[config.mk]
export PLATFORM = sky130hd
export DESIGN_NAME = uart_tx_top_flat
export DESIGN_NICKNAME = d
export VERILOG_FILES = /design/src/rtl/uart_pkg.sv /design/src/rtl/uart_tx_top_if.sv /design/src/rtl/uart_bit_timer.sv /design/src/rtl/uart_tx_top.sv /design/src/flat_wrapper.sv
export SDC_FILE = /design/constraint.sdc
export NUM_CORES = 1
export LEC_CHECK = 0
export BUFFER_PORTS_ARGS = -buffer_cell sky130_fd_sc_hd__buf_2
export CAP_MARGIN = 20
export CELL_PAD_IN_SITES_DETAIL_PLACEMENT = 0
export CELL_PAD_IN_SITES_GLOBAL_PLACEMENT = 1
export CORE_ASPECT_RATIO = 1.1
export CORE_MARGIN = 4
export CORE_UTILIZATION = 43
export CTS_BUF_LIST = sky130_fd_sc_hd__clkbuf_16
export DETAILED_ROUTE_END_ITERATION = 8
export PLACE_DENSITY = 0.85
export REMOVE_ABC_BUFFERS = 1
export SETUP_SLACK_MARGIN = 0.5
export SLEW_MARGIN = 0
export SYNTH_ARGS = -nofsm -noshare
export SYNTH_HDL_FRONTEND = slang
export SYNTH_SLANG_ARGS = --single-unit
[constraint.sdc]
create_clock -name clk -period 3.2 [get_ports clk]
set_clock_uncertainty 0.05 [all_clocks]
set_input_delay 0.48 -clock clk [delete_from_list [all_inputs] [get_ports clk]]
set_output_delay 0.48 -clock clk [all_outputs]
set_load 0.05 [all_outputs]
[src/rtl/uart_pkg.sv]
// ---------------------------------------------------------------------------
// uart_pkg
// Definitions shared by the UART transmit and receive paths:
//   OVERSAMPLE_DEF   default baud_pulse ticks per bit period (must be even)
//   WLS_5..WLS_8     word-length select encodings (5..8 data bits)
//   tx_state_t       transmitter frame states
//   tx_frame_cfg_t   line-control fields captured when a character is popped
//   word_mask()      mask of the data bits that belong to a character
//   last_bit()       index of the final data bit for a word length
//   calc_parity()    parity bit over the masked data bits
// ---------------------------------------------------------------------------
package uart_pkg;

    localparam int OVERSAMPLE_DEF = 16;

    localparam logic [1:0] WLS_5 = 2'b00;
    localparam logic [1:0] WLS_6 = 2'b01;
    localparam logic [1:0] WLS_7 = 2'b10;
    localparam logic [1:0] WLS_8 = 2'b11;

    typedef enum logic [2:0] {
        IDLE,
        START,
        DATA,
        PARITY,
        STOP
    } tx_state_t;

    // Only the fields still needed after the pop; parity is resolved up
    // front, so eps/sticky_parity do not need to be held for the frame.
    typedef struct packed {
        logic [1:0] wls;
        logic       pen;
        logic       stb;
    } tx_frame_cfg_t;

    function automatic logic [7:0] word_mask(input logic [1:0] wls);
        case (wls)
            WLS_5:   return 8'h1F;
            WLS_6:   return 8'h3F;
            WLS_7:   return 8'h7F;
            WLS_8:   return 8'hFF;
            default: return 8'hFF;
        endcase
    endfunction

    function automatic logic [2:0] last_bit(input logic [1:0] wls);
        return 3'd4 + {1'b0, wls};
    endfunction

    // Even parity makes the total count of ones even (XOR of the data),
    // odd parity is its complement; stick parity forces the bit to ~eps.
    function automatic logic calc_parity(input logic [7:0] data,
                                         input logic [1:0] wls,
                                         input logic       eps,
                                         input logic       sticky);
        logic odd_ones;
        odd_ones = ^(data & word_mask(wls));
        if (sticky)
            return ~eps;
        else if (eps)
            return odd_ones;
        else
            return ~odd_ones;
    endfunction

endpackage

[src/rtl/uart_tx_top_if.sv]
// ---------------------------------------------------------------------------
// uart_tx_top_if
// Read side of the TX FIFO as seen by the transmitter.
//   fifo_empty  FIFO holds no character
//   din         head-of-FIFO data, show-ahead (valid while fifo_empty=0)
//   pop         one-clk read strobe; the head is consumed on that edge
// Modports: master = transmitter (issues pop), slave = FIFO.
// ---------------------------------------------------------------------------
interface uart_tx_top_if;

    logic       fifo_empty;
    logic [7:0] din;
    logic       pop;

    modport master (
        input  fifo_empty,
        input  din,
        output pop
    );

    modport slave (
        output fifo_empty,
        output din,
        input  pop
    );

endinterface

[src/rtl/uart_bit_timer.sv]
// ---------------------------------------------------------------------------
// uart_bit_timer
// Counts baud_pulse ticks against a programmable terminal count and flags
// the tick that completes the period. Shared by the transmitter and receiver.
//   clk, rst   clock, asynchronous active-high reset
//   clear      hold the count at zero (a tick in this cycle is not counted)
//   tick       one-clk oversample enable
//   term       ticks per period (e.g. 16, 24 or 32)
//   bit_done   high on the clk whose tick is the term-th of the period
// ---------------------------------------------------------------------------
module uart_bit_timer #(
    parameter int CNT_W = 6
) (
    input  logic             clk,
    input  logic             rst,
    input  logic             clear,
    input  logic             tick,
    input  logic [CNT_W-1:0] term,
    output logic             bit_done
);

    logic [CNT_W-1:0] cnt;

    assign bit_done = tick && !clear && (cnt == term - CNT_W'(1));

    // NOTE: sequential state uses <= so every register samples pre-edge values.
    always_ff @(posedge clk or posedge rst) begin
        if (rst) begin
            cnt <= '0;
        end else if (clear) begin
            cnt <= '0;
        end else if (tick) begin
            cnt <= bit_done ? '0 : cnt + CNT_W'(1);
        end
    end

endmodule

[src/rtl/uart_tx_top.sv]
// ---------------------------------------------------------------------------
// uart_tx_top
// UART transmit serializer. Pops one character from the TX FIFO and sends
// start bit, 5-8 data bits LSB-first, optional parity, and 1/1.5/2 stop bits,
// each bit lasting OVERSAMPLE baud_pulse ticks (stop may be 1.5x or 2x).
//   clk, rst        clock, asynchronous active-high reset
//   baud_pulse      one-clk oversample enable
//   pen, eps        parity enable, even parity select
//   sticky_parity   stick parity
//   stb             stop-bit select (1.5 stop for 5-bit words, else 2)
//   wls             word length select
//   set_break       force the line to spacing
//   fifo            TX FIFO read port (master modport)
//   sreg_empty      shifter idle
//   tx              serial line
// ---------------------------------------------------------------------------
module uart_tx_top
    import uart_pkg::*;
#(
    parameter int OVERSAMPLE = OVERSAMPLE_DEF  // must be even
) (
    input  logic                 clk,
    input  logic                 rst,
    input  logic                 baud_pulse,
    input  logic                 pen,
    input  logic                 eps,
    input  logic                 sticky_parity,
    input  logic                 stb,
    input  logic [1:0]           wls,
    input  logic                 set_break,
    uart_tx_top_if.master        fifo,
    output logic                 sreg_empty,
    output logic                 tx
);

    localparam int CNT_W = $clog2(2 * OVERSAMPLE + 1);

    localparam logic [CNT_W-1:0] TC_BIT    = CNT_W'(OVERSAMPLE);
    localparam logic [CNT_W-1:0] TC_STOP15 = CNT_W'(3 * OVERSAMPLE / 2);
    localparam logic [CNT_W-1:0] TC_STOP2  = CNT_W'(2 * OVERSAMPLE);

    tx_state_t        state;
    tx_frame_cfg_t    cfg;
    logic [7:0]       shreg;
    logic [2:0]       bit_cnt;
    logic             par_bit;
    logic             tx_reg;

    logic [CNT_W-1:0] term;
    logic             bit_done;
    logic             timer_clear;

    // NOTE: give every always_comb output a default first so no path can
    // leave it unassigned and infer a latch.
    always_comb begin
        term = TC_BIT;
        if (state == STOP && cfg.stb)
            term = (cfg.wls == WLS_5) ? TC_STOP15 : TC_STOP2;
    end

    // Holding the timer clear through IDLE also discards a tick that lands
    // on the pop edge, so START always gets a full OVERSAMPLE ticks.
    assign timer_clear = (state == IDLE);

    uart_bit_timer #(
        .CNT_W (CNT_W)
    ) u_bit_timer (
        .clk      (clk),
        .rst      (rst),
        .clear    (timer_clear),
        .tick     (baud_pulse),
        .term     (term),
        .bit_done (bit_done)
    );

    // pop is decoded from state so the FIFO sees it in the same cycle it
    // is consumed; gating with rst keeps it low while reset is asserted.
    assign fifo.pop = (state == IDLE) && !fifo.fifo_empty && !rst;

    // Break overrides the line without stalling the frame.
    assign tx = tx_reg & ~set_break;

    always_ff @(posedge clk or posedge rst) begin
        if (rst) begin
            state      <= IDLE;
            cfg        <= '0;
            shreg      <= '0;
            bit_cnt    <= '0;
            par_bit    <= 1'b0;
            tx_reg     <= 1'b1;
            sreg_empty <= 1'b1;
        end else begin
            case (state)
                IDLE: begin
                    tx_reg     <= 1'b1;
                    sreg_empty <= 1'b1;
                    if (!fifo.fifo_empty) begin
                        // Snapshot everything the frame needs so later
                        // changes to the control inputs cannot disturb it.
                        shreg      <= fifo.din;
                        cfg        <= '{wls: wls, pen: pen, stb: stb};
                        par_bit    <= calc_parity(fifo.din, wls, eps, sticky_parity);
                        bit_cnt    <= '0;
                        tx_reg     <= 1'b0;
                        sreg_empty <= 1'b0;
                        state      <= START;
                    end
                end

                START: begin
                    if (bit_done) begin
                        tx_reg  <= shreg[0];
                        shreg   <= {1'b0, shreg[7:1]};
                        bit_cnt <= '0;
                        state   <= DATA;
                    end
                end

                DATA: begin
                    if (bit_done) begin
                        if (bit_cnt == last_bit(cfg.wls)) begin
                            if (cfg.pen) begin
                                tx_reg <= par_bit;
                                state  <= PARITY;
                            end else begin
                                tx_reg <= 1'b1;
                                state  <= STOP;
                            end
                        end else begin
                            tx_reg  <= shreg[0];
                            shreg   <= {1'b0, shreg[7:1]};
                            bit_cnt <= bit_cnt + 3'd1;
                        end
                    end
                end

                PARITY: begin
                    if (bit_done) begin
                        tx_reg <= 1'b1;
                        state  <= STOP;
                    end
                end

                STOP: begin
                    if (bit_done) begin
                        sreg_empty <= 1'b1;
                        state      <= IDLE;
                    end
                end

                default: begin
                    tx_reg     <= 1'b1;
                    sreg_empty <= 1'b1;
                    state      <= IDLE;
                end
            endcase
        end
    end

endmodule

[src/flat_wrapper.sv]
// flat-port wrapper written by rule: the top's interface ports become plain ports
module uart_tx_top_flat import uart_pkg::*;
#(
    parameter int OVERSAMPLE = OVERSAMPLE_DEF                 
)
  (clk, rst, baud_pulse, pen, eps, sticky_parity, stb, wls, set_break, sreg_empty, tx, fifo_fifo_empty, fifo_din, fifo_pop);
  uart_tx_top_if fifo_i ();
  input  logic clk;
  input  logic rst;
  input  logic baud_pulse;
  input  logic pen;
  input  logic eps;
  input  logic sticky_parity;
  input  logic stb;
  input  logic [1:0] wls;
  input  logic set_break;
  output logic sreg_empty;
  output logic tx;
  input wire logic [$bits(fifo_i.fifo_empty)-1:0] fifo_fifo_empty;
  input wire logic [$bits(fifo_i.din)-1:0] fifo_din;
  output wire logic [$bits(fifo_i.pop)-1:0] fifo_pop;
  assign fifo_i.fifo_empty = fifo_fifo_empty;
  assign fifo_i.din = fifo_din;
  assign fifo_pop = fifo_i.pop;
  uart_tx_top #(.OVERSAMPLE(OVERSAMPLE)) u_core (.clk(clk), .rst(rst), .baud_pulse(baud_pulse), .pen(pen), .eps(eps), .sticky_parity(sticky_parity), .stb(stb), .wls(wls), .set_break(set_break), .fifo(fifo_i), .sreg_empty(sreg_empty), .tx(tx));
endmodule
# Yosys cells after proc, flatten, opt, wreduce, memory -nomap -nowiden
# Cells that the tools add are included.
totals:
  regBits: 27
  inputBits: 19
  output_inout_bits: 3
  wordCells: 93
classes:
  n_addsub: 4
  eq_ne: 16
  muxes: 35
  bitwise_logic: 8
  reduce_logical: 20
ops:
  columns: ["cell", "count"]
  rows:
  - ["$mux W8", 6]
  - ["$pmux W8 S4", 1]
  - ["$mux W3", 10]
  - ["$mux W6", 5]
  - ["$pmux W8 S3", 1]
  - ["$pmux W3 S5", 1]
  - ["$ne A2 B2 Y1 const B", 6]
  - ["$pmux W3 S3", 1]
  - ["$and A8 B8 Y8", 1]
  - ["$mux W1", 8]
  - ["$reduce_xor A8 Y1", 1]
  - ["$add A6 B1 Y6 const B", 1]
  - ["$eq A3 B2 Y1 const B", 2]
  - ["$eq A6 B6 Y1", 1]
  - ["$not A1 Y1", 6]
  - ["$reduce_and A6 Y1", 1]
  - ["$sub A6 B1 Y6 const B", 1]
  - ["$logic_and A1 B1 Y1", 5]
  - ["$pmux W1 S5", 1]
  - ["$reduce_and A5 Y1", 1]
  - ["$eq A2 B2 Y1 const B", 2]
  - ["$logic_not A2 Y1", 2]
  - ["$reduce_and A2 Y1", 2]
  - ["$reduce_and A4 Y1", 1]
  - ["14 further kinds", 16]

# Longest topological paths before layout
# Gate-level depths: netlist of the first run.
depth:
  word_depth: 9
  depth_mapped: 9
  mapped_depth_nobuf: 6

# By module
# A second synthesis of the first run with hierarchy kept.
hier_totals:
  cells_unflattened: 193
  area_unflattened_um2: 1717.9
by_module_without_submodules:
  columns: ["module", "instances", "cells_per_inst", "area_per_inst_um2", "seq_area_each_um2"]
  rows:
  - ["uart_tx_top", 1, 140, 1239.9, 528.0]
  - ["uart_bit_timer", 1, 53, 478.0, 150.1]

# Least setup slack after synthesis of the first run
# Ideal clock, no wire load.
synth_timing:
  kind: "register -> output"
  startpoint: "reg u_core.state[1]"
  endpoint: "out fifo_pop"
  t_arrival_ns: 2.258
  required_ns: 2.670
  slack_ns: 0.412
  stages_incl_launch_ff: 5
  path_buffers: 2
  path_cell_list: "dfrtp_1 -> buf_6 -> or2_1 -> clkbuf_1 -> nor4_1"
synth_via:
  elab_chain_len: 3
synth_lines:
  columns: ["element", "line_no", "source"]
  rows:
  - ["start, declared", "uart_tx_top.sv:42", "tx_state_t state;"]
  - ["start signal, assigned", "uart_tx_top.sv:85", "state <= IDLE;"]
  - ["start signal, assigned", "uart_tx_top.sv:106", "state <= START;"]
  - ["start signal, assigned", "uart_tx_top.sv:115", "state <= DATA;"]
  - ["$logic_not A3 Y1", "uart_tx_top.sv:78", "assign fifo.pop = (state == IDLE) && !fifo.fifo_empty && !rst;"]
  - ["$logic_and A1 B1 Y1 (2 in a row)", "uart_tx_top.sv:78", null]
  - ["end, declared", "flat_wrapper.sv:21", "output wire logic [$bits(fifo_i.pop)-1:0] fifo_pop;"]
# No other way between the ends.

# Worst setup path after layout of the first run
layout_timing:
  startpoint: "reg u_core.state[1]"
  endpoint: "reg u_core.bit_cnt[1]"
layout_via:
  elab_chain_len: 8
  elab_cells_between_ends: 18
  cone_classes: "add/sub (1); eq/ne (8); mux (2); reduce/logical (7)"
layout_lines:
  columns: ["element", "line_no", "source"]
  rows:
  - ["$eq A3 B3 Y1", "uart_tx_top.sv:57", "if (state == STOP && cfg.stb)"]
  - ["$logic_and A1 B1 Y1", "uart_tx_top.sv:57", null]
  - ["$mux W6", "uart_tx_top.sv:57", null]
  - ["$sub A6 B1 Y6", "uart_bit_timer.sv:24", "assign bit_done = tick && !clear && (cnt == term - CNT_W'(1));"]
  - ["$eq A6 B6 Y1", "uart_bit_timer.sv:24", null]
  - ["$logic_and A1 B1 Y1", "uart_bit_timer.sv:24", null]
  - ["$ne A2 B2 Y1 (no source line)", null, null]
  - ["$reduce_and A5 Y1 (no source line)", null, null]
  - ["end signal, assigned", "uart_tx_top.sv:132", "bit_cnt <= bit_cnt + 3'd1;"]
  - ["end, declared", "uart_tx_top.sv:45", "logic [2:0] bit_cnt;"]
# Parallel ways exist; a longest one is shown, timed or not.
# A chain may end at the register's enable or synchronous reset.

==> flow_summary.yaml, run 1 <==
power:
  p_leak_nw: 0.816
  power_mw: 1.36
  power.density_mw_per_mm2: 725
  vdd_ir_drop_max_uv: 299
route:
  viasPerCell: 5.50
  drtIter0Drc: 47
  num_vias: 1298
  route.detailed.drc: 0
  wl_per_cell_microns: 14.5
  ant_nets: 0
  firstDrtPassIters: 4
  routed_wl_microns: 3410
logic_synthesis:
  ys_warn_count: 0
  async_flop_share: 1.00
  netlist_area_sq_mm: 0.00156
  synth_top_cell_by_area: "dfrtp_1"
  synthFlopType: "dfrtp_1"
  synth_enable_flop_cells: 0
  syn_inst: 159
  synth_top_area_frac: 0.400
  synth-seq-cells: 27
  synth.distinct_cells: 47
  avgSynthCellArea_sq_um: 9.83
  ys_top_cells_by_area: "dfrtp_1 40%, o22ai_1 4.0%, a2bb2oi_1 3.9%"
  ys_seq_area_frac: 0.434
worst_setup_path:
  crit_fanout: 10
  crit_start: "u_core.state[1]"
  cp-start-kind: "flip-flop"
  crit_type: "flip-flop to flip-flop"
  cp-end-kind: "flip-flop"
  cp.arrival_ns: 2.67
  r2r_start: "u_core.state[1]"
  critical_path_required_ns: 3.33
clock_tree:
  cts_tree: "built"
  clock_tree.root_cell: "clkbuf_16"
  htree_levels: 1
  cts-hold-fix-buffers: 0
  cts.path.max_buffers: 2
  clk_latency_ns: 0.26
  clock-sinks: 27
  clkTransAtPathRegs_ns: 0.06
  cts_made_buffers: 3
placed_design:
  place_congestion: 0.806
  post_dp_cell_area_sq_mm: 0.00172
  dp.final_hpwl_microns: 2490
  port_buffers: 21
  preCtsSetupSlack_ns: 0.505
  dp_cells: 225
floorplanning:
  fp.dieW_microns: 65.5
  start_util: 0.458
  die_y_microns: 71.2
  die_area_sq_mm: 0.00466
  core_area_sq_mm: 0.00341
  rows: 22
  io_pins: 22
run_status:
  status: "complete, no violations"
layout:
  largest_reg_flops: 8
  fillers: 327
  n_antenna_cell: 0
  reg_top3: "u_core.shreg: 8 flops, u_core.u_bit_timer.cnt: 6 flops, u_core.cfg: 4 flops"
  seqCellArea_sq_um: 682
  area_growth_pct: 19.8
  final_core_util: 0.548
  multiInputGateArea_sq_um: 831
  nNetsFinal: 210
  drive_gt1_frac: 0.271
  final_cell_area_sq_mm: 0.00187
  largest_register: "u_core.shreg"
  fin_cells: 236
grt:
  gr-total-overflow: 0
  grt_pass1_wl_microns: 5840
  grt_max_degree: 28
  grt_pass1_vias: 1309
  antenna_found_initial: 0
  grt_use_total: 0.156
sta:
  worst_slack_ns: 0.661
  slew_headroom: 0.246
  setup_tns_ns: 0
  period_needed_ns: 2.54
  holdWs_ns: 0.135
  finalSetupViolations: 0
  hold_violations: 0
  worst_pin_slew_ns: 1.12
  drv_slew: 0
  min_period_over_period: 0.793
  timing.fmax_mhz: 394
  rsz0062_at_grt: "false"
job:
  drv_cap: 0
worst_hold_path:
  hold_path.class: "input port to async pin"
[timing repair]
item                                    CTS  global route
buffers inserted                          0             6
gates resized for setup                   1             2
hold endpoints to repair                  0             0
endpoints found under the setup margin    1            12
pin swaps                                 0             2
[area by class of cell]
type,count,share of cell area
multi-input combinational,121,0.444
clock inverter,1,0.00267
clock buffer,3,0.0401
timing repair buffer,31,0.107
inverter,5,0.0100
sequential,27,0.364
tap,48,0.0321
[critical path, stage by stage (launching register included)]
cell	delay [ns]
dfrtp_2	0.47
and4bb_1	0.32
or4b_4	0.48
a2111oi_4	0.42
nand2_2	0.13
a21boi_2	0.19
buf_4	0.20
mux2i_1	0.19
[Yosys cell counts, types with 4 or more instances]
| library cell | number |
|---|---|
| xor2_1 | 4 |
| nand3_1 | 9 |
| nand2_1 | 15 |
| nor2_1 | 15 |
| mux2_2 | 5 |
| inv_1 | 5 |
| nand2b_1 | 4 |
| xnor2_1 | 5 |
| a21oi_1 | 4 |
| a2bb2oi_1 | 7 |
| o22ai_1 | 10 |
| o21ai_0 | 4 |
| dfrtp_1 | 25 |
[kinds of logic after synthesis]
| group | synth area share |
|---|---|
| and+or+nand+nor | 0.191 |
| AOI/OAI and AO/OA | 0.204 |
| DFF | 0.434 |
| buffers and inverters | 0.0344 |
| xor gates and xnor gates | 0.0648 |
| muxes | 0.0560 |
| adders and majority gates | 0.0160 |
[report_power, final]
group / total [mW] / leakage (nW) / internal [mW] / switching, mW
logic: 0.478 / 0.453 / 0.237 / 0.242
clock network: 0.279 / 0.0409 / 0.168 / 0.111
registers: 0.600 / 0.322 / 0.478 / 0.122
total: 1.36 / 0.816 / 0.883 / 0.474
[final timing paths]
check,to,slack [ns],cells after the start
setup / recovery,u_core.bit_cnt[1],0.66,7
hold / removal,u_core.cfg[1],0.13,2
setup reg to reg,u_core.bit_cnt[1],0.66,7
hold reg to reg,u_core.shreg[7],0.48,2
max in group asynchronous,u_core.state[1],2.54,3
min in group clk,u_core.cfg[0],0.40,2
[layout by cell type (no fill, tap or decap), types with 2 or more instances in the layout]
cell	count
nand2_1	15
a211oi_1	2
o21ai_0	4
o211ai_1	2
dfrtp_1	22
nor2_1	15
xnor2_1	5
a2bb2oi_1	7
nand2b_1	4
buf_2	21
ha_1	2
clkbuf_16	3
dfrtp_2	3
and2_1	2
o21ai_1	2
nand3_1	9
a21oi_1	4
nor2b_1	3
dfstp_2	2
xor2_1	4
nor3b_1	2
o41ai_1	2
buf_4	9
o22ai_1	10
mux2i_1	2
mux2_2	5
inv_1	5
[metal layers]
| metal | wire length (microns) | track usage | share of wire |
|---|---|---|---|
| met5 | 0 | 0 | 0 |
| met4 | 19 | 0.0507 | 0.0056 |
| met3 | 70 | 0.0188 | 0.021 |
| met2 | 1760 | 0.261 | 0.51 |
| met1 | 1570 | 0.210 | 0.46 |
No activity file was read; power rests on OpenSTA's default activity.
==> inputs of run 2 (changes only) <==
clock period = 2.7 ns   (was 3.2 ns; I/O delays follow)
==> run 2 against run 1 <==
Net effect: clock power is 19% higher; worst setup slack lost 0.49 ns; via count rose by 6.6%; sequential cell count unchanged; sequential share of layout area decreased by 4.0 points; routed wire length grew 20%; design area rose by 12%; critical path depth shrank 1; largest cell class unchanged.
==> flow_summary.yaml, run 2 (synthesis gave the netlist of run 1 again) <==
worst_hold_path:
  hold_path.class: "input port to async pin"
grt:
  antenna_found_initial: 0
  grt_pass1_wl_microns: 6110
  gr-total-overflow: 0
  grt_use_total: 0.166
  grt_max_degree: 28
  grt_pass1_vias: 1382
worst_setup_path:
  cpPeakStageDelay_ns: 0.48
  r2r_start: "u_core.state[1]"
  cp.arrival_ns: 2.62
  r2r_slack_ns: 0.18
  crit_type: "flip-flop to flip-flop"
  crit_slowest_cell: "or4b_4"
  critical_path_required_ns: 2.79
  r2r_cells: 6
  crit_fanout: 4
  cp-end-kind: "flip-flop"
  rr_endpoint: "u_core.bit_cnt[0]"
  crit_chain: "and4bb_1 > or4b_4 > a2111oi_4 > nand2_2 > a21boi_4 > mux2_4"
  cp-start-kind: "flip-flop"
sta:
  hold_violations: 0
  drv_slew: 0
  rsz0062_at_grt: "true"
  timing.fmax_mhz: 396
  setup_tns_ns: 0
  period_needed_ns: 2.52
  slew_headroom: 0.506
  worst_pin_slew_ns: 0.737
  finalSetupViolations: 0
  min_period_over_period: 0.935
route:
  drtIter0Drc: 72
  wl_per_cell_microns: 16.7
  num_vias: 1384
  routed_wl_microns: 4080
  route.detailed.drc: 0
  viasPerCell: 5.65
  firstDrtPassIters: 4
  ant_nets: 0
floorplanning:
  die_y_microns: 71.2
  fp.dieW_microns: 65.5
  io_pins: 22
  core_area_sq_mm: 0.00341
  rows: 22
  die_area_sq_mm: 0.00466
  start_util: 0.458
layout:
  reg_top3: "u_core.shreg: 8 flops, u_core.u_bit_timer.cnt: 6 flops, u_core.cfg: 4 flops"
  fillers: 287
  seqCellArea_sq_um: 678
  multiInputGateArea_sq_um: 963
  largest_reg_flops: 8
  nNetsFinal: 219
  area_growth_pct: 33.7
  largest_register: "u_core.shreg"
  final_cell_mix: "25 x dfrtp_1, 21 x buf_2, 15 x nand2_1"
  drive_gt1_frac: 0.386
  n_antenna_cell: 0
  final_common_cell: "dfrtp_1"
placed_design:
  port_buffers: 21
  place_congestion: 0.812
  dp.final_hpwl_microns: 2570
power:
  power.density_mw_per_mm2: 838
  p_leak_nw: 0.920
  vdd_ir_drop_max_uv: 506
  power_mw: 1.75
clock_tree:
  clkTransAtPathRegs_ns: 0.06
  clk_latency_ns: 0.26
  cts_tree: "built"
  cts-hold-fix-buffers: 0
  clock-sinks: 27
  cts_made_buffers: 3
  clock_tree.root_cell: "clkbuf_16"
  htree_levels: 1
  cts.path.max_buffers: 2
job:
  drv_cap: 0
run_status:
  status: "complete, no violations"
-- run 2: cell types whose count changed in the layout (fill, tap and decap cells not counted), moves of 3 or more --
cell,change
buf_6,+6
o22ai_2,+4
dfrtp_2,-3
buf_4,+3
o22ai_1,-4
dfrtp_1,+3
-- run 2: final cells by class --
class | instances | share of cell area
multi-input combinational | 121 | 0.461
sequential | 27 | 0.325
timing repair buffer | 40 | 0.139
clock buffer | 3 | 0.0359
tap | 48 | 0.0287
inverter | 5 | 0.00898
clock inverter | 1 | 0.00180
-- run 2: how the worst max path moves through the flow --
| stage | startpoint | endpoint | slack [ns] |
|---|---|---|---|
| 2_1_floorplan | u_core.state[2] | u_core.bit_cnt[0] | 0.01 |
| 3_3_place_gp | u_core.state[1] | u_core.bit_cnt[1] | 0.28 |
| 3_5_place_dp | u_core.state[1] | u_core.shreg[2] | 0.20 |
| 4_1_cts | u_core.state[0] | u_core.bit_cnt[1] | 0.34 |
| 5_1_grt | u_core.state[1] | u_core.bit_cnt[0] | 0.13 |
| 6_report | u_core.state[1] | u_core.bit_cnt[0] | 0.18 |
-- run 2: what timing repair did --
action	in CTS	in global routing
buffers inserted	3	8
endpoints found under the setup margin	18	20
pin swaps	8	12
resized for setup	11	23
cloned	0	1
-- run 2: routing by layer --
metal  part of all wire  vias to the layer above  track usage
met4             0.0047                        0       0.0599
met3              0.041                        2       0.0282
met2               0.54                       29        0.298
met5                  0                        -            0
met1               0.41                      697        0.198
li1                   -                      656            -
-- run 2: metrics by stage --
| step | area (sq um) | std cells | hold WS, ns | util | setup slack, ns |
|---|---|---|---|---|---|
| after floorplan | 1530 | 153 | 0.406 | - | 0.0144 |
| after global placement | 1740 | 228 | 0.466 | 0.509 | 0.284 |
| after detailed placement | 1740 | 228 | 0.471 | 0.509 | 0.195 |
| after CTS | 1900 | 235 | 0.332 | 0.558 | 0.339 |
| after global routing | 2090 | 245 | 0.0200 | 0.612 | 0.132 |
| final | 2090 | 245 | 0.0194 | 0.612 | 0.176 |
-- run 2: power by group --
group | switching [mW] | leakage, nW | total [mW] | internal, mW
Combinational | 0.349 | 0.552 | 0.701 | 0.351
Sequential | 0.151 | 0.326 | 0.717 | 0.565
Clock | 0.135 | 0.0423 | 0.333 | 0.198
Total | 0.635 | 0.920 | 1.75 | 1.12
-- run 2: worst max-delay path: cells and delay by family (launching register included) --
family	cells	cell delay, ns
AND/OR/NAND/NOR	3	0.93
flip-flops	1	0.39
AO/OA/AOI/OAI	2	0.71
multiplexers	1	0.32
==> inputs of run 3 (changes only) <==
MAX_ROUTING_LAYER = met4   (was not set)
==> run 3 against run 2 <==
Net effect: routed wire length increased by 0.64%; sequential cell count unchanged; sequential power is essentially flat; sequential share of layout area unchanged; critical endpoint unchanged; worst setup slack improved by 0.0038 ns; largest power group unchanged.
==> flow_summary.yaml, run 3 (synthesis gave the netlist of run 1 again) <==
worst_setup_path:
  r2r_slack_ns: 0.18
  crit_fanout: 4
  cp.arrival_ns: 2.61
  critical_path_required_ns: 2.79
  r2r_cells: 6
  rr_endpoint: "u_core.bit_cnt[0]"
  r2r_start: "u_core.state[1]"
  cp-start-kind: "flip-flop"
  crit_type: "flip-flop to flip-flop"
  cp-end-kind: "flip-flop"
power:
  power_mw: 1.75
  vdd_ir_drop_max_uv: 507
  power.density_mw_per_mm2: 838
  p_leak_nw: 0.920
clock_tree:
  cts_made_buffers: 3
  clock_tree.root_cell: "clkbuf_16"
  clk_latency_ns: 0.26
  clock-sinks: 27
  clkTransAtPathRegs_ns: 0.06
  htree_levels: 1
  cts.path.max_buffers: 2
  cts_tree: "built"
placed_design:
  dp.final_hpwl_microns: 2570
  dp_cells: 228
  post_dp_cell_area_sq_mm: 0.00174
  port_buffers: 21
  place_congestion: 0.824
  preCtsSetupSlack_ns: 0.195
sta:
  drv_slew: 0
  setup_tns_ns: 0
  slew_headroom: 0.511
  worst_slack_ns: 0.179
  finalSetupViolations: 0
  worst_pin_slew_ns: 0.729
  min_period_over_period: 0.934
  period_needed_ns: 2.52
  rsz0062_at_grt: "true"
  hold_violations: 0
  timing.fmax_mhz: 397
grt:
  gr-total-overflow: 0
  grt_use_total: 0.171
  grt_pass1_wl_microns: 6130
  antenna_found_initial: 0
  grt_pass1_vias: 1383
  grt_max_degree: 28
layout:
  nNetsFinal: 219
  n_antenna_cell: 0
  fillers: 287
  area_growth_pct: 33.7
  final_cell_mix: "25 x dfrtp_1, 21 x buf_2, 15 x nand2_1"
  drive_gt1_frac: 0.386
  largest_reg_flops: 8
  final_cell_area_sq_mm: 0.00209
  final_common_cell: "dfrtp_1"
  fin_cells: 245
  reg_top3: "u_core.shreg: 8 flops, u_core.u_bit_timer.cnt: 6 flops, u_core.cfg: 4 flops"
  largest_register: "u_core.shreg"
floorplanning:
  start_util: 0.458
  die_area_sq_mm: 0.00466
  core_area_sq_mm: 0.00341
  io_pins: 22
  fp.dieW_microns: 65.5
  rows: 22
  die_y_microns: 71.2
route:
  firstDrtPassIters: 4
  wl_per_cell_microns: 16.8
  drtIter0Drc: 53
  ant_nets: 0
  route.detailed.drc: 0
  viasPerCell: 5.64
  num_vias: 1382
  routed_wl_microns: 4110
job:
  drv_cap: 0
run_status:
  status: "complete, no violations"
worst_hold_path:
  hold_path.class: "input port to async pin"
run 3: cell counts in the layout (fill, tap and decap cells not counted):
No cell type changed its count.
run 3: worst max-delay path, stage by stage (launching register included):
cell and delay, ns:
dfrtp_1 0.39, and4bb_1 0.30, or4b_4 0.48, a2111oi_4 0.47
nand2_2 0.15, a21boi_4 0.24, mux2_4 0.32
run 3: layout make-up:
class                   instances  area, sq um  share of cell area
inverters                       5         18.8             0.00898
well taps                      48         60.1              0.0287
clock buffers                   3         75.1              0.0359
repair buffers                 40          290               0.139
clock inverters                 1         3.75             0.00180
multi-input cells             121          963               0.461
flip-flops and latches         27          678               0.325
run 3: worst max-delay path by stage:
stage	from	end	depth (start not counted)
5_1_grt	u_core.state[1]	u_core.bit_cnt[0]	6
4_1_cts	u_core.state[0]	u_core.bit_cnt[1]	7
3_5_place_dp	u_core.state[1]	u_core.shreg[2]	6
3_3_place_gp	u_core.state[1]	u_core.bit_cnt[1]	7
2_1_floorplan	u_core.state[2]	u_core.bit_cnt[0]	6
6_report	u_core.state[1]	u_core.bit_cnt[0]	6
run 3: metal layers:
metal / share of wire / up-vias / GRT usage
met1: 0.41 / 686 / 0.196
met5: 0 / - / -
li1: - / 658 / -
met4: 0.011 / 0 / 0.0599
met2: 0.54 / 32 / 0.300
met3: 0.046 / 6 / 0.0282
run 3: repair_timing:
action	in CTS	in global routing
pin swaps	8	12
setup endpoints to repair	18	20
hold buffers	0	0
cloned	0	1
resized for setup	11	23
setup buffers	3	8
run 3: stage by stage:
stage | util | hold WS [ns]
after floorplan | - | 0.406
after global placement | 0.509 | 0.466
after detailed placement | 0.509 | 0.471
after CTS | 0.558 | 0.332
after global routing | 0.612 | 0.0200
final | 0.612 | 0.0193
run 3: power by group:
part / leakage [nW] / internal [mW] / switching [mW]
combinational: 0.552 / 0.351 / 0.349
sequential: 0.326 / 0.565 / 0.152
clock: 0.0423 / 0.198 / 0.134
total: 0.920 / 1.11 / 0.635
